==> config.mk <==
export PLATFORM = sky130hd
export DESIGN_NAME = vga_sync_receiver
export DESIGN_NICKNAME = d
export VERILOG_FILES = /design/src/rtl/pong_vga_pkg.sv /design/src/rtl/vga_rx_sync.sv /design/src/rtl/vga_sync_receiver.sv
export SDC_FILE = /design/constraint.sdc
export NUM_CORES = 1
export LEC_CHECK = 0
export CAP_MARGIN = 0
export CORE_ASPECT_RATIO = 1.1
export CORE_MARGIN = 2
export CORE_UTILIZATION = 45
export DETAILED_ROUTE_END_ITERATION = 7
export PLACE_DENSITY_LB_ADDON = 0.1
export SLEW_MARGIN = 10
export SYNTH_ARGS = -nofsm -noshare
export SYNTH_HDL_FRONTEND = slang
export SYNTH_SLANG_ARGS = --single-unit
==> constraint.sdc <==
create_clock -name clk -period 6 [get_ports clk]
set_input_delay 1.2 -clock clk [delete_from_list [all_inputs] [get_ports clk]]
set_output_delay 1.2 -clock clk [all_outputs]
set_load 0.01 [all_outputs]
==> src/rtl/pong_vga_pkg.sv <==
// Shared VGA timing package: default 640x480@60 timing constants, the
// total-period helper and the receiver lock-FSM state encoding. The VGA
// generator uses the same constants, so both ends agree on the frame shape.
package pong_vga_pkg;

   localparam int H_ACTIVE_DEF = 640;
   localparam int H_FP_DEF     = 16;
   localparam int H_SYNC_DEF   = 96;
   localparam int H_BP_DEF     = 48;

   localparam int V_ACTIVE_DEF = 480;
   localparam int V_FP_DEF     = 10;
   localparam int V_SYNC_DEF   = 2;
   localparam int V_BP_DEF     = 33;

   // Sync flops idle high for {hsync, vsync}; colour bits idle low.
   localparam logic [4:0] RX_SYNC_IDLE = 5'b11_000;

   // Receiver lock state.
   typedef enum logic [1:0] {
      ST_HUNT   = 2'd0,
      ST_ALIGN  = 2'd1,
      ST_LOCKED = 2'd2
   } rx_state_t;

   // Full period of one axis: active + front porch + sync + back porch.
   function automatic int timing_total(input int active, input int fp,
                                       input int sync_w, input int bp);
      return active + fp + sync_w + bp;
   endfunction

endpackage

==> src/rtl/vga_rx_sync.sv <==
// Two-flop synchronizer plus one edge register for a bundle of async inputs.
// The upper EDGE_W bits get falling-edge detection; the remaining low bits
// are passed through as data, aligned with the edge pulses. Edge pulses are
// held off until the chain holds real samples, so a reset release never
// produces a false edge from the idle reset value.
module vga_rx_sync #(
   parameter int               WIDTH  = 5,
   parameter int               EDGE_W = 2,
   parameter logic [WIDTH-1:0] IDLE   = '0
) (
   input  logic                      clk,
   input  logic                      rst_n,
   input  logic [WIDTH-1:0]          din,
   output logic [WIDTH-EDGE_W-1:0]   data,
   output logic [EDGE_W-1:0]         fall
);

   logic [WIDTH-1:0] meta_q;
   logic [WIDTH-1:0] sync_q;
   logic [WIDTH-1:0] edge_q;
   logic [2:0]       fill_q;

   // Synchronizer stages, edge register and falling-edge pulse generation.
   always_ff @(posedge clk or negedge rst_n) begin
      if (!rst_n) begin
         meta_q <= IDLE;
         sync_q <= IDLE;
         edge_q <= IDLE;
         fill_q <= '0;
         fall   <= '0;
      end else begin
         // NOTE: non-blocking assignments let every stage sample the previous
         // stage's old value, which is what makes this a shift chain.
         meta_q <= din;
         sync_q <= meta_q;
         edge_q <= sync_q;
         fill_q <= {fill_q[1:0], 1'b1};
         fall   <= fill_q[2] ? (edge_q[WIDTH-1 -: EDGE_W] & ~sync_q[WIDTH-1 -: EDGE_W])
                             : '0;
      end
   end

   assign data = edge_q[WIDTH-EDGE_W-1:0];

endmodule

==> src/rtl/vga_sync_receiver.sv <==
// VGA sync receiver: recovers line/frame timing from hsync/vsync, locks
// after one clean frame, and reports active-area pixels with coordinates.
// Pin-to-output latency is 4 clk (2 sync stages, edge register, output reg).
// Optional feature: define VGA_RX_ERRCNT_EN to add a saturating timing-error
// counter on err_cnt; otherwise err_cnt is tied to 0.
module vga_sync_receiver
   import pong_vga_pkg::*;
#(
   parameter int H_ACTIVE = H_ACTIVE_DEF,
   parameter int H_FP     = H_FP_DEF,
   parameter int H_SYNC   = H_SYNC_DEF,
   parameter int H_BP     = H_BP_DEF,
   parameter int V_ACTIVE = V_ACTIVE_DEF,
   parameter int V_FP     = V_FP_DEF,
   parameter int V_SYNC   = V_SYNC_DEF,
   parameter int V_BP     = V_BP_DEF
) (
   input  logic       clk,
   input  logic       rst_n,
   input  logic       hsync,
   input  logic       vsync,
   input  logic [2:0] rgb,
   output logic       locked,
   output logic       pix_valid,
   output logic [9:0] x_pix,
   output logic [9:0] y_pix,
   output logic [2:0] rgb_out,
   output logic       frame_start,
   output logic       timing_err,
   output logic [7:0] err_cnt
);

   localparam int H_TOTAL = timing_total(H_ACTIVE, H_FP, H_SYNC, H_BP);
   localparam int V_TOTAL = timing_total(V_ACTIVE, V_FP, V_SYNC, V_BP);

   localparam logic [10:0] H_TOTAL_C = 11'(H_TOTAL);
   localparam logic [10:0] V_TOTAL_C = 11'(V_TOTAL);
   localparam logic [9:0]  X_START   = 10'(H_SYNC + H_BP);
   localparam logic [9:0]  X_STOP    = 10'(H_SYNC + H_BP + H_ACTIVE);
   localparam logic [9:0]  Y_START   = 10'(V_SYNC + V_BP);
   localparam logic [9:0]  Y_STOP    = 10'(V_SYNC + V_BP + V_ACTIVE);
   localparam logic [9:0]  CNT_MAX   = 10'd1023;

   // Synchronized stage-3 signals.
   logic [2:0] rgb_s;
   logic [1:0] fall;
   logic       hs_fall;
   logic       vs_fall;

   // State and counters; *_q hold the position of the previous stage-3 sample.
   rx_state_t  state_q, state_d;
   logic [9:0] h_cnt_q, v_cnt_q;
   logic       h_seen_q, v_seen_q;   // a reference edge exists since reset
   logic       err_frame_q;          // a line error occurred this frame

   // Combinational results for the current stage-3 sample.
   logic [9:0] h_cur, v_cur;
   logic       line_err, frame_err, frame_bad;
   logic       pix_d;
   logic [9:0] x_d, y_d;

   vga_rx_sync #(
      .WIDTH  (5),
      .EDGE_W (2),
      .IDLE   (RX_SYNC_IDLE)
   ) u_sync (
      .clk   (clk),
      .rst_n (rst_n),
      .din   ({hsync, vsync, rgb}),
      .data  (rgb_s),
      .fall  (fall)
   );

   assign hs_fall = fall[1];
   assign vs_fall = fall[0];

   // Counter advance, timing checks, FSM next state and pixel-stage values.
   always_comb begin
      // NOTE: every signal assigned here gets a default first, so no path
      // through the block leaves a value held and no latch is inferred.
      h_cur     = '0;
      v_cur     = v_cnt_q;
      line_err  = 1'b0;
      frame_err = 1'b0;
      frame_bad = 1'b0;
      state_d   = state_q;
      pix_d     = 1'b0;
      x_d       = '0;
      y_d       = '0;

      if (!hs_fall) begin
         h_cur = (h_cnt_q == CNT_MAX) ? CNT_MAX : h_cnt_q + 10'd1;
      end

      // A vsync fall restarts the frame even when an hsync fall coincides.
      if (vs_fall) begin
         v_cur = '0;
      end else if (hs_fall) begin
         v_cur = (v_cnt_q == CNT_MAX) ? CNT_MAX : v_cnt_q + 10'd1;
      end

      // Lengths are only judged once a previous reference edge exists.
      line_err  = hs_fall && h_seen_q && (({1'b0, h_cnt_q} + 11'd1) != H_TOTAL_C);
      frame_err = vs_fall && v_seen_q && (({1'b0, v_cnt_q} + 11'd1) != V_TOTAL_C);
      frame_bad = err_frame_q | line_err | frame_err;

      case (state_q)
         ST_HUNT:   if (vs_fall) state_d = ST_ALIGN;
         ST_ALIGN:  if (vs_fall && !frame_bad) state_d = ST_LOCKED;
         ST_LOCKED: if (line_err || frame_err) state_d = ST_HUNT;
         default:   state_d = ST_HUNT;
      endcase

      pix_d = (state_q == ST_LOCKED) &&
              (h_cur >= X_START) && (h_cur < X_STOP) &&
              (v_cur >= Y_START) && (v_cur < Y_STOP);
      if (pix_d) begin
         x_d = h_cur - X_START;
         y_d = v_cur - Y_START;
      end
   end

   // Lock FSM, position counters and per-frame error tracking.
   always_ff @(posedge clk or negedge rst_n) begin
      if (!rst_n) begin
         state_q     <= ST_HUNT;
         h_cnt_q     <= '0;
         v_cnt_q     <= '0;
         h_seen_q    <= 1'b0;
         v_seen_q    <= 1'b0;
         err_frame_q <= 1'b0;
      end else begin
         state_q     <= state_d;
         h_cnt_q     <= h_cur;
         v_cnt_q     <= v_cur;
         h_seen_q    <= h_seen_q | hs_fall;
         v_seen_q    <= v_seen_q | vs_fall;
         err_frame_q <= vs_fall ? 1'b0 : (err_frame_q | line_err);
      end
   end

   // Output register: pixel data, coordinates and event pulses move together.
   always_ff @(posedge clk or negedge rst_n) begin
      if (!rst_n) begin
         pix_valid   <= 1'b0;
         x_pix       <= '0;
         y_pix       <= '0;
         rgb_out     <= '0;
         frame_start <= 1'b0;
         timing_err  <= 1'b0;
      end else begin
         pix_valid   <= pix_d;
         x_pix       <= x_d;
         y_pix       <= y_d;
         rgb_out     <= pix_d ? rgb_s : 3'd0;
         frame_start <= vs_fall;
         timing_err  <= line_err | frame_err;
      end
   end

   assign locked = (state_q == ST_LOCKED);

`ifdef VGA_RX_ERRCNT_EN
   logic [7:0] err_cnt_q;

   // Saturating count of timing_err pulses, cleared only by reset.
   always_ff @(posedge clk or negedge rst_n) begin
      if (!rst_n) begin
         err_cnt_q <= '0;
      end else if (timing_err && (err_cnt_q != 8'hFF)) begin
         err_cnt_q <= err_cnt_q + 8'd1;
      end
   end

   assign err_cnt = err_cnt_q;
`else
   assign err_cnt = '0;
`endif

endmodule

# Word level (Yosys, flattened, before mapping)
# Cells that the tools add are included.
# word_totals
regBits,71
latchBits,0
ram_bits,0
rom_bits,0
inputBits,7
output_inout_bits,35
elab_cells,70
memories,0
# classes
add_sub_neg,6
n_mul,0
n_div,0
n_lt_le_gt_ge,4
n_eq_ne,9
shifts,0
muxes,14
n_bitwise,7
reduce_logical,13
# ops
op,count
10-bit 2-to-1 mux,7
10-bit by 1-bit adder with 11-bit output (second input constant),2
11-bit by 10-bit inequality test with 1-bit output (second input constant),2
10-bit by 1-bit adder with 10-bit output (second input constant),2
10-bit == test (second input constant),2
10-bit < comparator (second input constant),2
10-bit by 6-bit >= comparator with 1-bit output (second input constant),1
10-bit by 8-bit >= comparator with 1-bit output (second input constant),1
10-bit by 6-bit subtractor with 10-bit output (second input constant),1
10-bit by 8-bit subtractor with 10-bit output (second input constant),1
1-bit logical AND,9
2-bit 2-to-1 mux,4
2-bit case mux with 3 select lines,1
1-bit OR,5
2-bit by 1-bit inequality test with 1-bit output (second input constant),2
3-bit 2-to-1 mux,1
3-bit AND reduction,1
2-bit AND,1
2-bit by 1-bit == test with 1-bit output (second input constant),1
2-bit == test (second input constant),1
2-bit logical NOT,1
2-bit inequality test (second input constant),1
2-bit NOT,1
1-bit logical NOT,1
other kinds (2),2

# Longest topological paths before layout
# Gate-level depths: netlist of the first run.
# depth
depth_word,9
depth_mapped,12
ltp_nobuf,10

# Modules after synthesis
# Synthesis of the first run repeated with hierarchy kept, for this count alone.
# hier_totals
cells_unflattened,317
area_unflattened_um2,3588.4
# by_module_without_submodules
mod,instances,cells_each,area_per_inst_um2,seq_area_each_um2
vga_sync_receiver,1,291,3036.7,1276.2
vga_rx_sync,1,26,551.8,508.0

# Least setup slack after synthesis of the first run
# Ideal clock, no wire load.
# synth_path
path_type,reg2reg
startpoint,register v_cnt_q[0]
endpoint,register x_pix[0]
t_arrival_ns,2.779
required_time_ns,5.920
slack_ns,3.141
path_stages_with_launch,13
path_buffers,2
period_less_slack_ns,2.859
path_cell_list,dfrtp_1 -> ha_1 -> nand2_1 -> or3_1 -> clkbuf_1 -> a221oi_1 -> ha_1 -> a221oi_2 -> a21o_1 -> nor3b_1 -> o32a_2 -> buf_6 -> nor3b_2
# synth_via
elab_chain_cells,8
elab_cells_between_ends,10
# synth_rtl
element,line,rtl
"start, declared",vga_sync_receiver.sv:52,"logic [9:0] h_cnt_q, v_cnt_q;"
"start signal, assigned",vga_sync_receiver.sv:135,v_cnt_q <= v_cur;
10-bit by 1-bit adder with 10-bit output / 10-bit == test (equally long branches),vga_sync_receiver.sv:99,v_cur = (v_cnt_q == CNT_MAX) ? CNT_MAX : v_cnt_q + 10'd1;
10-bit 2-to-1 mux (*),vga_sync_receiver.sv:99,
10-bit 2-to-1 mux (*),vga_sync_receiver.sv:98,end else if (hs_fall) begin
10-bit 2-to-1 mux (*),vga_sync_receiver.sv:96,if (vs_fall) begin
via v_cur[1],vga_sync_receiver.sv:57,"logic [9:0] h_cur, v_cur;"
10-bit by 6-bit >= comparator with 1-bit output,vga_sync_receiver.sv:116,(v_cur >= Y_START) && (v_cur < Y_STOP);
1-bit logical AND,vga_sync_receiver.sv:115,(h_cur >= X_START) && (h_cur < X_STOP) &&
1-bit logical AND (*),vga_sync_receiver.sv:116,
10-bit 2-to-1 mux (*),vga_sync_receiver.sv:117,if (pix_d) begin
via x_d[0],vga_sync_receiver.sv:60,"logic [9:0] x_d, y_d;"
"end signal, assigned",vga_sync_receiver.sv:146,x_pix <= '0;
"end signal, assigned",vga_sync_receiver.sv:153,x_pix <= x_d;
"end, declared",vga_sync_receiver.sv:25,"output logic [9:0] x_pix,"
# Mark *: on every way through the listed nets, which the timed path passes. The rest lies on a longest branch.
# A chain may end at the register's enable or synchronous reset.

# Final worst setup path of the first run
# layout_path
startpoint,register v_cnt_q[0]
endpoint,register y_pix[5]
# layout_via
elab_chain_cells,8
elab_cells_between_ends,11
# layout_rtl
element,line,rtl
10-bit by 1-bit adder with 10-bit output / 10-bit == test (equally long branches),vga_sync_receiver.sv:99,
10-bit 2-to-1 mux,vga_sync_receiver.sv:99,
10-bit 2-to-1 mux (*),vga_sync_receiver.sv:98,
10-bit 2-to-1 mux (*),vga_sync_receiver.sv:96,
via v_cur[0],vga_sync_receiver.sv:57,
10-bit by 6-bit >= comparator with 1-bit output,vga_sync_receiver.sv:116,
1-bit logical AND,vga_sync_receiver.sv:115,
1-bit logical AND,vga_sync_receiver.sv:116,
10-bit 2-to-1 mux (*),vga_sync_receiver.sv:117,
via y_d[5],vga_sync_receiver.sv:60,
"end signal, assigned",vga_sync_receiver.sv:154,y_pix <= y_d;
"end, declared",vga_sync_receiver.sv:26,"output logic [9:0] y_pix,"
# Marked as above.

==> run summary, run 1 <==
The count of flip-flops with a built-in enable after synthesis is 0. The mapped netlist covers 3420 um^2. After technology mapping, the gate count stands at 317. For the number of global-route vias before repair, the log shows 2264. The initial antenna violation count is 0, and the overall via count from detail_route is 2378. The transition time at the pin with the least slew margin was 0.863 ns. The register bit count reported by yosys is 71. The count of buffers added on input and output ports is 33. The synthesized-area fraction occupied by and/or/nand/nor cells was 0.211. Setup repair after global routing left no endpoint under its margin. For this design the top-level I/O count stands at 42. The run gives 1780 um^2 as the footprint of the flip-flops and latches. The run gives 6.24 ns as the data required time at the worst endpoint.

The area of combinational cells with multiple inputs is 1460 um^2, and the clock-pin slew of the registers on the worst-case setup and hold paths is 0.08 ns. Derived from the worst setup path, the maximum achievable clock frequency is 291 MHz. The die span in y was 95.5 um.

The routed length per placed instance is 15.8 um. The clock buffer count from CTS was 9; the share of total power consumed by net switching was 0.289. By area the synthesized netlist is led by sky130_fd_sc_hd__dfrtp_1 48%, sky130_fd_sc_hd__dfstp_2 4.6%, sky130_fd_sc_hd__nor3_2 4.4%.

The commonest cells after synthesis are 65 x sky130_fd_sc_hd__dfrtp_1, 21 x sky130_fd_sc_hd__a21oi_1, 18 x sky130_fd_sc_hd__nand2_1, 17 x sky130_fd_sc_hd__nor2_1, 15 x sky130_fd_sc_hd__nor3_2. The synthesized design spends more area on one cell type than any other, namely sky130_fd_sc_hd__dfrtp_1. The area fraction in compound gates after synthesis is 0.140, and the maximum vdd ir drop is 0.170 mV. The tree is rooted in a sky130_fd_sc_hd__clkbuf_8.

For the number of iterations in the first detailed-routing pass, the log shows 4. The clock network fraction of total power is 0.359, and the count of nets after finishing is 357. For the first-pass GRT wire length, the log shows 11400 um. The share of async-settable or async-resettable flops after synthesis is 1.00. Summed over all cells, the static leakage comes to 1.70 nW.

Number of hold buffers added after CTS: 0. After routing the design area is 3950 um^2. The internal power of the cells totals 0.770 mW. The final weighted congestion of routability-driven global placement is 0.838, and the maximum number of pins on one net before global-route repair is 72. The run gives 0 as the number of gates given a new drive strength after cts. The flow ran to the end, and the final reports show no timing, DRC or antenna violations.

Yosys instantiated no cell more often than sky130_fd_sc_hd__dfrtp_1. Prior to clock tree synthesis, the placed netlist has a worst setup slack of 2.55 ns. Row generation in the floorplan step produced 33 rows.

For the finished layout, the period the worst path requires is 3.44 ns. The placeable core region was 7430 um^2; the fraction of the cycle the final worst path needs was 0.573. The combinational share of power is 0.137. The final-report max-slew violation count was 0. Clock tree synthesis found a total of 71 sinks. By area, the combinational part of the netlist is dominated by simple AND/OR/NAND/NOR gates. The power share of the sequential group came out at 0.503. Total negative slack: 0 ns. Core utilization of the finished layout: 0.532. In this run the worst path has a maximum fanout of 24. Each instance of the synthesized netlist takes up on average 10.8 um^2.

The clock tree synthesis step divided the H-tree into 3 levels. For the leftover overflow at the end of global routing, the log shows 0. Worst min-delay path category: flip-flop to flip-flop.

The routed design has 6880 um of wire. Setup violations remaining at the end of the flow were counted as 0. The relative area change from synthesis to final layout was 15.5%; the floorplan die width was 87.2 um. The critical path is of the flip-flop to flip-flop type. The top-area cell type share of the netlist area came out at 0.475. The final antenna-violating net count is 0.

The tools report the post-detailed-placement half-perimeter wirelength as 4700 um. For this block, the initial DRC count from the detailed router was 95. Buffers added to address setup during post-CTS repair amount to 0. The arithmetic-cell share of the synthesized area counting full adders, half adders and majority gates is 0.0219.

At the worst endpoint, the arrival time is 3.68 ns. For the final setup skew, the log shows 0.00678 ns. The source-to-sink clock delay at the later pin of the worst-skew pair was 0.35 ns.

After detailed routing, the number of vias per cell comes to 5.45. The power spent charging and discharging nets was 0.313 mW. The number of antenna repair diodes is 0.

STA classifies the critical path endpoint as a flip-flop. The worst setup margin came out at 2.56 ns. The fill cell instance count of the final layout was 670; the share of synthesized area spent on multiplexers was 0.00585. The worst slew margin relative to its limit came out at 0.424.

For the effective utilization at floorplan, the log shows 0.461. The tools report the number of distinct library cell variants in the gate-level netlist after synthesis as 60. The global router's overall resource usage is 0.183.

The power density normalized to cell area was 274 nW/um^2. The count of maximum capacitance violations was 0. The startpoint type of the worst setup path is a flip-flop. The portion of the post-synthesis area used by sequential elements is 0.521. The number of buffers between clock root and the deepest sink was 2; the remaining design rule violation count was 0.

In this run the cell area measured after placement is 3750 um^2. The final hold violation count came out at 0. The Yosys step of the flow raised 0 warnings. For this run, the leading register cell type out of synthesis is sky130_fd_sc_hd__dfrtp_1. The die covers 8320 um^2. The xor-xnor portion of the synthesized cell area was 0.0384. TritonCTS built the clock tree.

The fraction of final layout cells sized beyond drive strength 1 was 0.152.
## cells by family after synthesis
kind of cell / after synthesis
adder cells (fa/ha/maj): 6
other: 2
multiplexers: 2
AND/OR/NAND/NOR: 114
AO/OA/AOI/OAI: 67
buffers and inverters: 40
flip-flops: 71
XOR/XNOR: 15
## layout make-up
cell class / count / area share
Clock inverter: 7 / 0.0206
Inverter: 14 / 0.0133
Sequential cell: 71 / 0.451
Clock buffer: 9 / 0.0313
Multi-Input combinational cell: 213 / 0.370
Timing Repair Buffer: 35 / 0.0861
Tap cell: 87 / 0.0275
## cell usage in the layout (no fill, tap or decap), types with 3 or more instances in the layout
master | netlist | routed
sky130_fd_sc_hd__a21o_1 | 4 | 4
sky130_fd_sc_hd__a21oi_1 | 21 | 21
sky130_fd_sc_hd__a31oi_1 | 9 | 9
sky130_fd_sc_hd__and2_1 | 3 | 3
sky130_fd_sc_hd__and3_1 | 7 | 7
sky130_fd_sc_hd__and4_1 | 3 | 3
sky130_fd_sc_hd__clkbuf_8 | 0 | 9
sky130_fd_sc_hd__clkdlybuf4s50_1 | 0 | 32
sky130_fd_sc_hd__clkinv_4 | 0 | 3
sky130_fd_sc_hd__conb_1 | 2 | 9
sky130_fd_sc_hd__dfrtp_1 | 65 | 65
sky130_fd_sc_hd__dfstp_2 | 6 | 6
sky130_fd_sc_hd__ha_1 | 6 | 6
sky130_fd_sc_hd__inv_1 | 14 | 14
sky130_fd_sc_hd__nand2_1 | 18 | 18
sky130_fd_sc_hd__nand2b_1 | 3 | 3
sky130_fd_sc_hd__nand3_1 | 12 | 12
sky130_fd_sc_hd__nand4_1 | 3 | 3
sky130_fd_sc_hd__nor2_1 | 17 | 17
sky130_fd_sc_hd__nor2b_1 | 5 | 5
sky130_fd_sc_hd__nor3_1 | 5 | 5
sky130_fd_sc_hd__nor3_2 | 15 | 15
sky130_fd_sc_hd__nor3b_1 | 4 | 4
sky130_fd_sc_hd__nor3b_2 | 5 | 5
sky130_fd_sc_hd__o21ai_0 | 5 | 5
sky130_fd_sc_hd__or3_1 | 4 | 4
sky130_fd_sc_hd__xnor2_1 | 7 | 7
sky130_fd_sc_hd__xor2_1 | 8 | 8
## worst paths after layout
check	cells after the start	to	slack [ns]	start
max	10	y_pix[5]	2.56	v_cnt_q[0]
min	0	u_sync.fill_q[2]	0.35	u_sync.fill_q[1]
max reg2reg	10	y_pix[5]	2.56	v_cnt_q[0]
min reg2reg	0	u_sync.fill_q[2]	0.35	u_sync.fill_q[1]
max in group asynchronous	2	u_sync.fill_q[0]	4.39	rst_n
min in group asynchronous	2	h_cnt_q[5]	1.03	rst_n
## metrics by stage
step	cells	total power, mW	hold WS (ns)
floorplan	324	0.660	0.331
global placement	420	0.705	0.333
detailed placement	420	0.702	0.336
CTS	436	1.10	0.353
global route	436	1.14	0.361
finish	436	1.08	0.351
## sequential cells by signal, summed over array words and instances, names as in the netlist, 2 cells and up
register       cells
u_sync.meta_q      5
u_sync.edge_q      5
rgb_out            3
u_sync.sync_q      5
u_sync.fill_q      3
h_cnt_q           10
v_cnt_q           10
u_sync.fall        2
x_pix             10
y_pix             10
state_q            2
## critical path: stages (launching register included)
cell and delay, ns:
sky130_fd_sc_hd__dfrtp_1 0.44, sky130_fd_sc_hd__ha_1 0.29, sky130_fd_sc_hd__nand2_1 0.16, sky130_fd_sc_hd__or3_1 0.48, sky130_fd_sc_hd__a31oi_1 0.39, sky130_fd_sc_hd__ha_1 0.28
sky130_fd_sc_hd__a221oi_2 0.07, sky130_fd_sc_hd__a21o_1 0.24, sky130_fd_sc_hd__nor3b_1 0.16, sky130_fd_sc_hd__o32a_2 0.45, sky130_fd_sc_hd__nor4_1 0.36
## metal layers
metal  GRT usage  share of wire
met5           0              0
met4      0.0962          0.022
met3      0.0355          0.030
met2       0.277           0.48
met1       0.250           0.47
## power by group through the flow
| stage | clock network (mW) | logic, mW | registers, mW |
|---|---|---|---|
| final | 0.389 | 0.149 | 0.545 |
| after global routing | 0.422 | 0.168 | 0.550 |
| after CTS | 0.403 | 0.151 | 0.544 |
| after detailed placement | 0 | 0.149 | 0.553 |
| after global placement | 0 | 0.151 | 0.554 |
| after floorplan | 0 | 0.119 | 0.541 |
No activity file was read; power rests on OpenSTA's default activity.
==> run 2, diff against run 1 <==
clock period = 3.2 ns   (was 6 ns; I/O delays follow)
==> run summary, run 2 (synthesis gave the netlist of run 1 again) <==
The number of global-route vias before repair was 2317; the post-layout total power was 2.16 mW. Top fanout value on the critical path: 16. The sum of routed wire length over all layers was 7300 um. The detailed route wirelength on metal3 is 197 um, and the relative area change from synthesis to final layout is 20.5%. The final hold violation count is 0, and the number of sinks on the clock net is 71. Critical path class: flip-flop to flip-flop. The tools report the cell leakage power as 1.80 nW. 0 antenna diodes ended up in the layout. The tools report the number of endpoints failing setup at the final stage as 0. The net count of the finished layout is 372.

The flow ran to the end, and the final reports show no timing, DRC or antenna violations. The logs give 0.24 ns for the worst setup slack for register-to-register paths and 0 for the count of maximum capacitance violations. The library cell used as clock root buffer is sky130_fd_sc_hd__clkbuf_8. Number of gates given a new drive strength after cts: 0.

The overall via count from detail_route came out at 2472. In this run the remaining antenna-violating nets after routing total 0. The global router's overall resource usage was 0.192. TritonCTS built the clock tree. The remaining design rule violation count was 0. The number of placed I/O pins was 42; the data required time at the worst endpoint was 3.46 ns. Setup repair after global routing left no endpoint under its margin. The run gives 3870 um^2 as the instance area at placement. In this run, placement finished with an instance count of 435. Derived from the worst setup path, the maximum achievable clock frequency is 338 MHz.

The clock buffer count from CTS is 9, and the power density normalized to cell area is 523 nW/um^2. The total negative slack is 0 ns, and the floorplan die width is 87.2 um. The logs give 77 for the initial detailed-routing violation count and 0.241 ns for the worst setup margin.

Number of buffers between clock root and the deepest sink: 2. After global routing the overflow that remains totals 0. The die is 95.5 um tall. Clock-pin slew of the registers on the worst-case setup and hold paths: 0.09 ns. STA classifies the critical path startpoint as a flip-flop. In this run the standard cell core region covers 7430 um^2. The pre-antenna-repair detailed-routing pass consisted of 4 iterations. The fraction of final layout cells sized beyond drive strength 1 is 0.198, and the minimum clock period is 2.96 ns. Worst min-delay path category: primary input to asynchronous set/reset pin.

The highest layer touched by signal routing is met4. The library cell used most frequently in the layout, excluding fill and tap cells, is sky130_fd_sc_hd__dfrtp_1. The first-pass GRT wire length came out at 12000 um. Detailed placement finished with a half-perimeter wire length of 5170 um. The library cells used most frequently in the layout, excluding fill and tap cells, are 64 x sky130_fd_sc_hd__dfrtp_1, 32 x sky130_fd_sc_hd__clkdlybuf4s50_1, 21 x sky130_fd_sc_hd__a21oi_1.

The post-route met1 wirelength is 3300 um. Data on the critical path arrives at its endpoint at 3.22 ns. At the pin with the least slew margin, the transition time is 0.669 ns. The fraction of the cycle the final worst path needs came out at 0.925.

Across the routed clock network, the largest skew measured is 0.00926 ns. After floorplanning, the core was divided into 33 placement rows. The number of setup buffers added after CTS is 0. In the routed layout, each cell is associated on average with a via count of 5.48.

For the fill cell instance count of the final layout, the log shows 658. The worst slew margin relative to its limit was 0.547. The H-tree depth reported by CTS was 3. For this design, the CTS-stage hold fixing added 0 buffers. The logs give 8320 um^2 for the area enclosed by the die boundary and 451 for the final non-filler cell total. The number of input and output port buffers inserted works out to 33. For the effective utilization at floorplan, the log shows 0.461. The later pin in the worst-skew pair is clocked with a latency of 0.35 ns. The maximum number of pins on one net before global-route repair is 30, and the post-layout instance area is 4120 um^2. At the placement stage, the worst setup path has a slack of 0.124 ns.

Dividing the detail-routed wire length by the instance count gives 16.2 um. Detailed routing placed a total of 3680 um of wire on met2. The logs give 0 for the initial antenna violation count and 0 for the final-report max-slew violation count. At the end of routability-driven placement, the weighted congestion stood at 0.909. The tools report the nature of the critical path endpoint as a flip-flop.

The tools report the maximum vdd ir drop as 0.360 mV.
[run 2: cell types whose count changed in the layout (fill, tap and decap cells not counted), sizes merged]
cell and delta:
buf +15, clkinv -3, inv +2, bufinv +1
[run 2: path summary, 6_finish.rpt]
path | from | end | depth (start not counted)
worst max-delay path | v_cnt_q[0] | rgb_out[2] | 11
worst min-delay path | rst_n | h_cnt_q[5] | 1
worst max register to register | v_cnt_q[0] | rgb_out[2] | 11
worst min register to register | u_sync.meta_q[1] | u_sync.sync_q[1] | 0
max in group asynchronous | rst_n | u_sync.meta_q[4] | 2
min in group clk | u_sync.meta_q[1] | u_sync.sync_q[1] | 0
[run 2: cell type report]
| type | instances | area (um^2) | area share |
|---|---|---|---|
| Clock inverter | 7 | 109 | 0.0264 |
| Timing Repair Buffer | 50 | 465 | 0.113 |
| Multi-Input combinational cell | 213 | 1480 | 0.359 |
| Tap cell | 87 | 109 | 0.0264 |
| Inverter | 14 | 52.6 | 0.0127 |
| Sequential cell | 71 | 1790 | 0.433 |
| Clock buffer | 9 | 124 | 0.0300 |
[run 2: per-layer routing]
metal / vias up / track usage
li1: 1196 / -
met1: 1222 / 0.252
met2: 44 / 0.310
met3: 10 / 0.0364
met4: 0 / 0.0859
met5: - / 0
[run 2: critical path, stage by stage (launching register included)]
cell                       delay [ns]
sky130_fd_sc_hd__dfrtp_2         0.43
sky130_fd_sc_hd__ha_1            0.18
sky130_fd_sc_hd__nand2_1         0.12
sky130_fd_sc_hd__or3_4           0.44
sky130_fd_sc_hd__a221oi_2        0.27
sky130_fd_sc_hd__ha_1            0.25
sky130_fd_sc_hd__a221oi_2        0.07
sky130_fd_sc_hd__a21o_1          0.26
sky130_fd_sc_hd__nor3b_1         0.17
sky130_fd_sc_hd__o32a_2          0.23
sky130_fd_sc_hd__buf_4           0.22
sky130_fd_sc_hd__nor3b_1         0.22
[run 2: metrics by stage]
step           hold WS (ns)  utilization
4_1_cts               0.225        0.552
5_1_grt               0.246        0.555
3_5_place_dp          0.335        0.521
6_report              0.224        0.555
2_1_floorplan         0.331            -
3_3_place_gp          0.333        0.521
[run 2: power breakdown]
group	switching, mW	internal, mW
Combinational	0.174	0.129
Sequential	0.0617	0.956
Clock	0.383	0.457
